## config.mk

```make
export PLATFORM = sky130hd
export DESIGN_NAME = sync_conditioner
export DESIGN_NICKNAME = d
export VERILOG_FILES = /design/src/rtl/sync_conditioner.sv
export SDC_FILE = /design/constraint.sdc
export NUM_CORES = 1
export LEC_CHECK = 0
export ABC_AREA = 1
export CAP_MARGIN = 0
export CORE_ASPECT_RATIO = 1.75
export CORE_MARGIN = 4
export CORE_UTILIZATION = 55
export CTS_BUF_LIST = sky130_fd_sc_hd__clkbuf_8
export CTS_CLUSTER_SIZE = 20
export DETAILED_ROUTE_END_ITERATION = 16
export PLACE_DENSITY = 0.86
export SLEW_MARGIN = 40
export SYNTH_ARGS = -nofsm -noshare
export SYNTH_HDL_FRONTEND = slang
export SYNTH_SLANG_ARGS = --single-unit
```

## constraint.sdc

```tcl
create_clock -name clk25 -period 4.1 [get_ports clk25]
set_input_delay 0.82 -clock clk25 [delete_from_list [all_inputs] [get_ports clk25]]
set_output_delay 0.82 -clock clk25 [all_outputs]
set_load 0.02 [all_outputs]
```

## src/rtl/sync_conditioner.sv

```systemverilog
// sync_conditioner: synchronise and deglitch CPS2 syncs, measure line/frame timing, track lock.
module sync_conditioner #(
  parameter int          FILT_LEN    = 4,
  parameter logic [11:0] H_MIN       = 12'd1500,
  parameter logic [11:0] H_MAX       = 12'd1700,
  parameter logic [9:0]  V_MIN       = 10'd256,
  parameter logic [9:0]  V_MAX       = 10'd270,
  parameter int          LOCK_FRAMES = 3
) (
  input  logic        clk25,
  input  logic        reset_n,
  input  logic        HSYNC_raw,
  input  logic        VSYNC_raw,
  output logic        HSYNC_out,
  output logic        VSYNC_out,
  output logic [11:0] h_period,
  output logic [9:0]  lines_per_frame,
  output logic        frame_start,
  output logic        locked
);
  localparam int FW = $clog2(FILT_LEN + 1);
  localparam logic [FW-1:0] FL1 = FW'(FILT_LEN - 1);
  localparam logic [3:0] LF = 4'(LOCK_FRAMES);

  typedef enum logic [1:0] {UNLOCKED, CHECK, LOCKED} state_t;

  // index 0 is HSYNC, index 1 is VSYNC
  logic [1:0] s1_q, s2_q, f_q, f_d;
  logic [1:0][FW-1:0] fc_q, fc_d;
  logic [11:0] hcnt_q, hcnt_d, h_period_q, h_period_d;
  logic [9:0] lcnt_q, lcnt_d, lpf_q, lpf_d, ref_q, ref_d;
  logic [3:0] match_q, match_d;
  logic h_valid_q, v_valid_q, frame_ok_q, frame_ok_d, frame_start_q;
  logic hs_fall, vs_fall, h_to, h_bad, v_to, v_in, frame_valid;
  state_t state_q, state_d;

  // filtered level flips only after the synchronised input has disagreed for FILT_LEN cycles
  always_comb begin
    for (int i = 0; i < 2; i++) begin
      fc_d[i] = (s2_q[i] != f_q[i] && fc_q[i] != FL1) ? fc_q[i] + 1'b1 : '0;
      f_d[i] = (s2_q[i] != f_q[i] && fc_q[i] == FL1) ? ~f_q[i] : f_q[i];
    end
  end

  // fall strobes are taken from the next filtered level so measurement updates with the output edge
  assign hs_fall = f_q[0] & ~f_d[0];
  assign vs_fall = f_q[1] & ~f_d[1];
  assign h_to = &hcnt_q;
  assign h_bad = hs_fall & h_valid_q & (hcnt_q < H_MIN | hcnt_q > H_MAX);
  assign v_to = lcnt_q > V_MAX;
  assign v_in = lcnt_q >= V_MIN & ~v_to;
  assign frame_valid = vs_fall & v_valid_q & frame_ok_q & ~h_bad & ~h_to & v_in;

  assign hcnt_d = hs_fall ? 12'd1 : hcnt_q + {11'd0, ~h_to};
  assign h_period_d = (hs_fall & h_valid_q) ? hcnt_q : h_period_q;
  // a line edge coinciding with the frame edge is counted as line 1 of the new frame
  assign lcnt_d = vs_fall ? {9'd0, hs_fall} : lcnt_q + {9'd0, hs_fall & ~&lcnt_q};
  assign lpf_d = (vs_fall & v_valid_q) ? lcnt_q : lpf_q;
  assign frame_ok_d = vs_fall | (frame_ok_q & ~h_bad & ~h_to);

  // lock tracking: consecutive valid frames with identical line count
  always_comb begin
    state_d = state_q;
    ref_d = ref_q;
    match_d = match_q;
    case (state_q)
      UNLOCKED: if (frame_valid) begin
        ref_d = lcnt_q;
        match_d = 4'd1;
        state_d = (LF <= 4'd1) ? LOCKED : CHECK;
      end
      CHECK: if (h_to | v_to | (vs_fall & ~frame_valid)) state_d = UNLOCKED;
      else if (frame_valid && lcnt_q == ref_q) begin
        match_d = match_q + 4'd1;
        state_d = (match_d >= LF) ? LOCKED : CHECK;
      end else if (frame_valid) begin
        ref_d = lcnt_q;
        match_d = 4'd1;
      end
      LOCKED: if (h_bad | h_to | v_to | (vs_fall & ~frame_valid)) state_d = UNLOCKED;
      else if (vs_fall && lcnt_q != ref_q) begin
        ref_d = lcnt_q;
        match_d = 4'd1;
        state_d = CHECK;
      end
      default: state_d = UNLOCKED;
    endcase
  end

  // all state in the clk25 domain, cleared asynchronously
  always_ff @(posedge clk25 or negedge reset_n) begin
    if (!reset_n) begin
      s1_q <= 2'b11;
      s2_q <= 2'b11;
      f_q <= 2'b11;
      fc_q <= '0;
      hcnt_q <= '0;
      h_period_q <= '0;
      lcnt_q <= '0;
      lpf_q <= '0;
      ref_q <= '0;
      match_q <= '0;
      h_valid_q <= 1'b0;
      v_valid_q <= 1'b0;
      frame_ok_q <= 1'b0;
      frame_start_q <= 1'b0;
      state_q <= UNLOCKED;
    end else begin
      s1_q <= {VSYNC_raw, HSYNC_raw};
      s2_q <= s1_q;
      f_q <= f_d;
      fc_q <= fc_d;
      hcnt_q <= hcnt_d;
      h_period_q <= h_period_d;
      lcnt_q <= lcnt_d;
      lpf_q <= lpf_d;
      ref_q <= ref_d;
      match_q <= match_d;
      h_valid_q <= h_valid_q | hs_fall;
      v_valid_q <= v_valid_q | vs_fall;
      frame_ok_q <= frame_ok_d;
      frame_start_q <= vs_fall;
      state_q <= state_d;
    end
  end

  assign HSYNC_out = f_q[0];
  assign VSYNC_out = f_q[1];
  assign h_period = h_period_q;
  assign lines_per_frame = lpf_q;
  assign frame_start = frame_start_q;
  assign locked = state_q == LOCKED;
endmodule

```

==> reports/qor.yml, run 1 <==
floorplan:
  die_area_um2: 8320
  core_um2: 6590
  die_w_um: 70.7
  std_cell_rows: 39
  io_pins: 30
  start_util: 0.574
  die_h_um: 118
layout:
  multi_input_area_um2: 1610
  fin_area_um2: 4330
  area_growth_pct: 14.4
  seq_area_um2: 1910
  drive_gt1_frac: 0.0932
  nNetsFinal: 496
  antenna_cells: 0
  final_cell_mix: "nand2_1 (100), dfrtp_1 (70), inv_1 (63)"
  utilization: 0.657
  layout_commonest_cell: "nand2_1"
  fill_cells: 549
worst_setup_path:
  crit_buf_inv: 4
  rrSetupSlack_ps: 1360
  crit_fanout: 13
  cp_cell_sequence: "ha_1 -> ha_1 -> inv_1 -> nor2_1 -> nand2_1 -> inv_1 -> o21ai_0 -> inv_1 -> ha_1 -> nand2_1 -> nor2_1 -> inv_1 -> nor3_1 -> nand3_1 -> nand2_1 -> nor2_1"
  path_class: "flip-flop to flip-flop"
  r2r-end: "lcnt_q[7]"
  required_ps: 4340
  startpoint_type: "flip-flop"
  crit_path_end_kind: "flip-flop"
  critical-path-top-delay-family: "simple AND/OR/NAND/NOR gates"
  r2r_start: "fc_q[0]"
  cp_slowest_cell: "dfrtp_1"
  r2r_cells: 16
  slowest_delay_ps: 360
  crit_top_cell: "inv_1"
  worstPathArrival_ps: 2980
timing:
  timing.final.ws_setup_ps: 1360
  setup_tns_ps: 0
  relSlewSlack: 0.565
  finalSetupViolCount: 0
  hold_violations: 0
  fmax_mhz: 365
  clock_skew_ps: 6.44
  holdWs_ps: 353
  rsz0062_at_grt: "no"
  period_share: 0.668
  tightest_slew_ps: 653
  period_needed_ps: 2740
  slew_violations: 0
clock_network:
  cts_root_buffer: "clkbuf_8"
  cts.path.max_buffers: 2
  post-cts-setup-buffers: 0
  h-tree-depth: 3
  cts_resized: 0
  worst_skew_pair.late_latency_ps: 350
  cts.sinks: 76
  numCtsBuffers: 9
  cts_hold_buffers: 0
  cts_tree: "done"
  clk_pin_slew_ps: 70
placement:
  hpwl_mm: 5.70
  port-buffer-count: 29
  place_area_um2: 4150
  dp_slack_ps: 1430
  place.gp.congestion: 0.905
power_and_ir_drop:
  ir_drop_mv: 0.419
  p_per_area_nw_per_um2: 470
  p_leak_nw: 2.14
synthesis:
  synthFlopType: "dfrtp_1"
  ys_types: 36
  synth_edf_count: 0
  synth-seq-area-share: 0.505
  async_reset_ff_frac: 1.00
  syn-num-nets: 463
  yosys_warnings: 0
  avgSynthCellArea_um2: 8.50
  synth_cells: 445
  syn-cell-area_um2: 3780
  synth_seq_cells: 76
route:
  drc: 0
  vias: 3095
  wirelength_mm: 7.77
  vias_per_cell: 5.48
  drtIter0Drc: 239
  wl_per_cell_um: 13.7
  dr.pass1.iters: 5
  ant_nets: 0
global_route:
  antenna_found_initial: 0
  track_usage: 0.194
  grt_remaining_overflow: 0
  grt_pass1_wl_mm: 13.0
  grt_pass1_vias: 3044
  grt_max_degree: 77
outcome:
  status: "complete, no violations"
min_path:
  min_path_cells: 0
  min_to: "s2_q[0]"
  hold_class: "flip-flop to flip-flop"
  min-delay-start: "s1_q[0]"
job:
  max_cap_viol_count: 0
## cells by family (layout without fill, tap and decap cells)
group                      Yosys count  count (layout)  synth area share
and+or+nand+nor                    210             210             0.261
AOI/OAI and AO/OA                   67              67            0.0956
DFF                                 76              76             0.505
muxes                                3               3           0.00893
adders and majority gates           14              14            0.0463
xor gates and xnor gates             6               6            0.0139
buffers and inverters               69             107            0.0698
## where the power goes
group / internal, mW / total (mW) / switching [mW]
registers: 0.888 / 1.02 / 0.132
logic: 0.197 / 0.487 / 0.290
clock network: 0.269 / 0.525 / 0.255
total: 1.35 / 2.03 / 0.678
## worst max-delay path by stage
stage / slack [ps] / from / cells past startpoint / endpoint
global route: 1070 / fc_q[0] / 16 / lcnt_q[7]
floorplan: 2070 / fc_q[0] / 16 / lcnt_q[7]
finish: 1360 / fc_q[0] / 16 / lcnt_q[7]
detailed placement: 1430 / fc_q[0] / 16 / lcnt_q[7]
CTS: 1400 / fc_q[0] / 16 / lcnt_q[7]
global placement: 1480 / fc_q[0] / 16 / lcnt_q[7]
## metal layers
layer  track usage  vias to the layer above  wire length [µm]  part of all wire
met2         0.348                      122              4180              0.54
met3        0.0513                       33               349             0.045
li1              -                     1489                 -                 -
met4         0.107                        0               314             0.040
met5             0                        -                 0                 0
met1         0.198                     1451              2920              0.38
## layout make-up
type | count | share of cell area
Inverter | 62 | 0.0547
Tap cell | 82 | 0.0237
Timing Repair Buffer | 29 | 0.0674
Clock buffer | 9 | 0.0286
Clock inverter | 7 | 0.0124
Sequential cell | 76 | 0.441
Multi-Input combinational cell | 300 | 0.372
## metrics by stage
stage,power [mW],cells
2_1_floorplan,1.33,445
3_3_place_gp,1.49,549
3_5_place_dp,1.51,549
4_1_cts,2.05,565
5_1_grt,2.17,565
6_report,2.03,565
## flip-flops by register name (all words and copies together) (netlist names), named ones only
name and count:
fc_q 6, frame_ok_q 1, frame_start 1, h_period 12, h_valid_q 1, hcnt_q 12
lcnt_q 10, lines_per_frame 10, match_q 4, ref_q 10, s1_q 2, s2_q 2
state_q 2, v_valid_q 1
## Yosys cell counts, types with 3 or more instances
cell,n,area (µm²)
nand3b_1,3,22.5
nand2_1,100,375
o21ai_0,39,195
nor3_1,10,50.1
dfrtp_1,70,1750
a31oi_1,3,18.8
or2_2,4,25.0
inv_1,58,218
nand2_2,3,18.8
mux2_2,3,33.8
dfstp_2,6,158
a21oi_1,19,95.1
nor2_1,49,184
clkbuf_1,6,22.5
ha_1,14,175
nand2_4,4,45.0
xor2_1,5,43.8
nand3_1,24,120
nand4_1,4,25.0
(Power assumes the default switching activity.)
==> run 2, diff against run 1 <==
==> constraint.sdc (replaced) <==
create_clock -name clk25 -period 2.8 [get_ports clk25]
set_input_delay 0.56 -clock clk25 [delete_from_list [all_inputs] [get_ports clk25]]
set_output_delay 0.56 -clock clk25 [all_outputs]
set_load 0.02 [all_outputs]
==> reports/qor.yml, run 2 (same netlist as run 1, synthesis figures left out) <==
power_and_ir_drop:
  p_leak_nw: 2.14
  power_mw: 2.94
  p_comb_frac: 0.243
  switching_power_uw: 993
  p_per_area_nw_per_um2: 677
  internal-power_mw: 1.95
  switching_share: 0.337
  pwr-share-seq: 0.506
  clockPowerShare: 0.251
  ir_drop_mv: 0.664
timing:
  finalSetupViolCount: 0
  period_share: 0.907
  clock_skew_ps: 8.65
  relSlewSlack: 0.564
  rsz0062_at_grt: "no"
  period_needed_ps: 2540
  slew_violations: 0
  tightest_slew_ps: 654
  hold_violations: 0
  setup_tns_ps: 0
  fmax_mhz: 394
global_route:
  grt_remaining_overflow: 0
  grt_pass1_wl_mm: 13.8
  antenna_found_initial: 0
  grt_pass1_vias: 3061
  grt_max_degree: 77
  track_usage: 0.207
layout:
  area_growth_pct: 14.9
  drive_gt1_frac: 0.105
  antenna_cells: 0
  layout_commonest_cell: "nand2_1"
  final_cell_mix: "nand2_1 (100), dfrtp_1 (70), inv_1 (61)"
  nNetsFinal: 498
worst_setup_path:
  rrSetupSlack_ps: 260
  r2r-end: "lcnt_q[6]"
  r2r_start: "fc_q[0]"
  r2r_cells: 15
  path_class: "flip-flop to flip-flop"
  crit_path_end_kind: "flip-flop"
  crit_fanout: 4
  startpoint_type: "flip-flop"
  required_ps: 3010
  worstPathArrival_ps: 2750
placement:
  hpwl_mm: 5.91
  place.gp.congestion: 0.882
  port-buffer-count: 29
route:
  vias: 3087
  wl_per_cell_um: 14.2
  ant_nets: 0
  vias_per_cell: 5.44
  wirelength_mm: 8.03
  dr.pass1.iters: 4
  drtIter0Drc: 284
  drc: 0
clock_network:
  clk_pin_slew_ps: 70
  cts_hold_buffers: 0
  h-tree-depth: 3
  cts.sinks: 76
  numCtsBuffers: 9
  cts.path.max_buffers: 2
  cts_root_buffer: "clkbuf_8"
  worst_skew_pair.late_latency_ps: 350
  cts_tree: "done"
floorplan:
  die_area_um2: 8320
  std_cell_rows: 39
  die_w_um: 70.7
  core_um2: 6590
  io_pins: 30
  start_util: 0.574
  die_h_um: 118
min_path:
  hold_class: "input pin to async pin"
job:
  max_cap_viol_count: 0
outcome:
  status: "complete, no violations"
[run 2: changes by cell type in the layout (fill, tap and decap cells not counted), sizes merged]
cell	delta
clkbuf	+2
inv	-2
bufinv	-1
clkinv	+1
buf	+2
[run 2: timing repair]
| item | CTS | global route |
|---|---|---|
| setup endpoints to repair | 0 | 2 |
| buffers inserted | 0 | 0 |
| gates resized for setup | 0 | 2 |
[run 2: worst max path at each step]
stage / start / end / slack, ps
3_5_place_dp: fc_q[0] / lcnt_q[9] / 250
4_1_cts: fc_q[0] / lcnt_q[9] / 230
2_1_floorplan: fc_q[0] / lcnt_q[7] / 770
3_3_place_gp: fc_q[0] / lcnt_q[7] / 370
6_report: fc_q[0] / lcnt_q[6] / 260
5_1_grt: fc_q[0] / lcnt_q[6] / 40
[run 2: layer usage]
metal | routed length [µm] | track usage
met1 | 3070 | 0.228
met2 | 4340 | 0.361
met3 | 290 | 0.0462
met4 | 325 | 0.111
met5 | 0 | 0
[run 2: layout make-up]
| cell class | count | area (µm²) |
|---|---|---|
| clock buffers | 11 | 151 |
| inverters | 62 | 236 |
| well taps | 82 | 103 |
| clock inverters | 5 | 21.3 |
| repair buffers | 31 | 307 |
| multi-input cells | 300 | 1620 |
| flip-flops and latches | 76 | 1910 |
| fillers | 556 | 2240 |
[run 2: metrics by stage]
stage / utilization / area, µm² / hold slack, ps / setup slack [ps] / cells
3_5_place_dp: 0.632 / 4160 / 347 / 255 / 551
5_1_grt: 0.659 / 4340 / 268 / 39.7 / 567
3_3_place_gp: 0.632 / 4160 / 345 / 372 / 551
6_report: 0.659 / 4340 / 226 / 260 / 567
2_1_floorplan: - / 3780 / 264 / 766 / 445
4_1_cts: 0.658 / 4340 / 239 / 231 / 567
[run 2: power by group through the flow]
stage,clock [mW],sequential [mW],combinational [mW]
4_1_cts,0.753,1.48,0.725
3_5_place_dp,0,1.50,0.718
2_1_floorplan,0,1.51,0.430
5_1_grt,0.797,1.52,0.822
6_report,0.738,1.49,0.716
3_3_place_gp,0,1.49,0.686
[run 2: worst max-delay path, cell delays in order, from the launching register on]
cell and delay [ps]:
dfrtp_1 350, ha_1 150, ha_1 170, inv_1 50
nor2_1 150, nand2_1 140, inv_1 160, o21ai_0 110
inv_1 60, ha_1 170, ha_1 190, nand2_1 90
nor2_2 140, inv_1 80, nor3_1 250, nor3_1 140
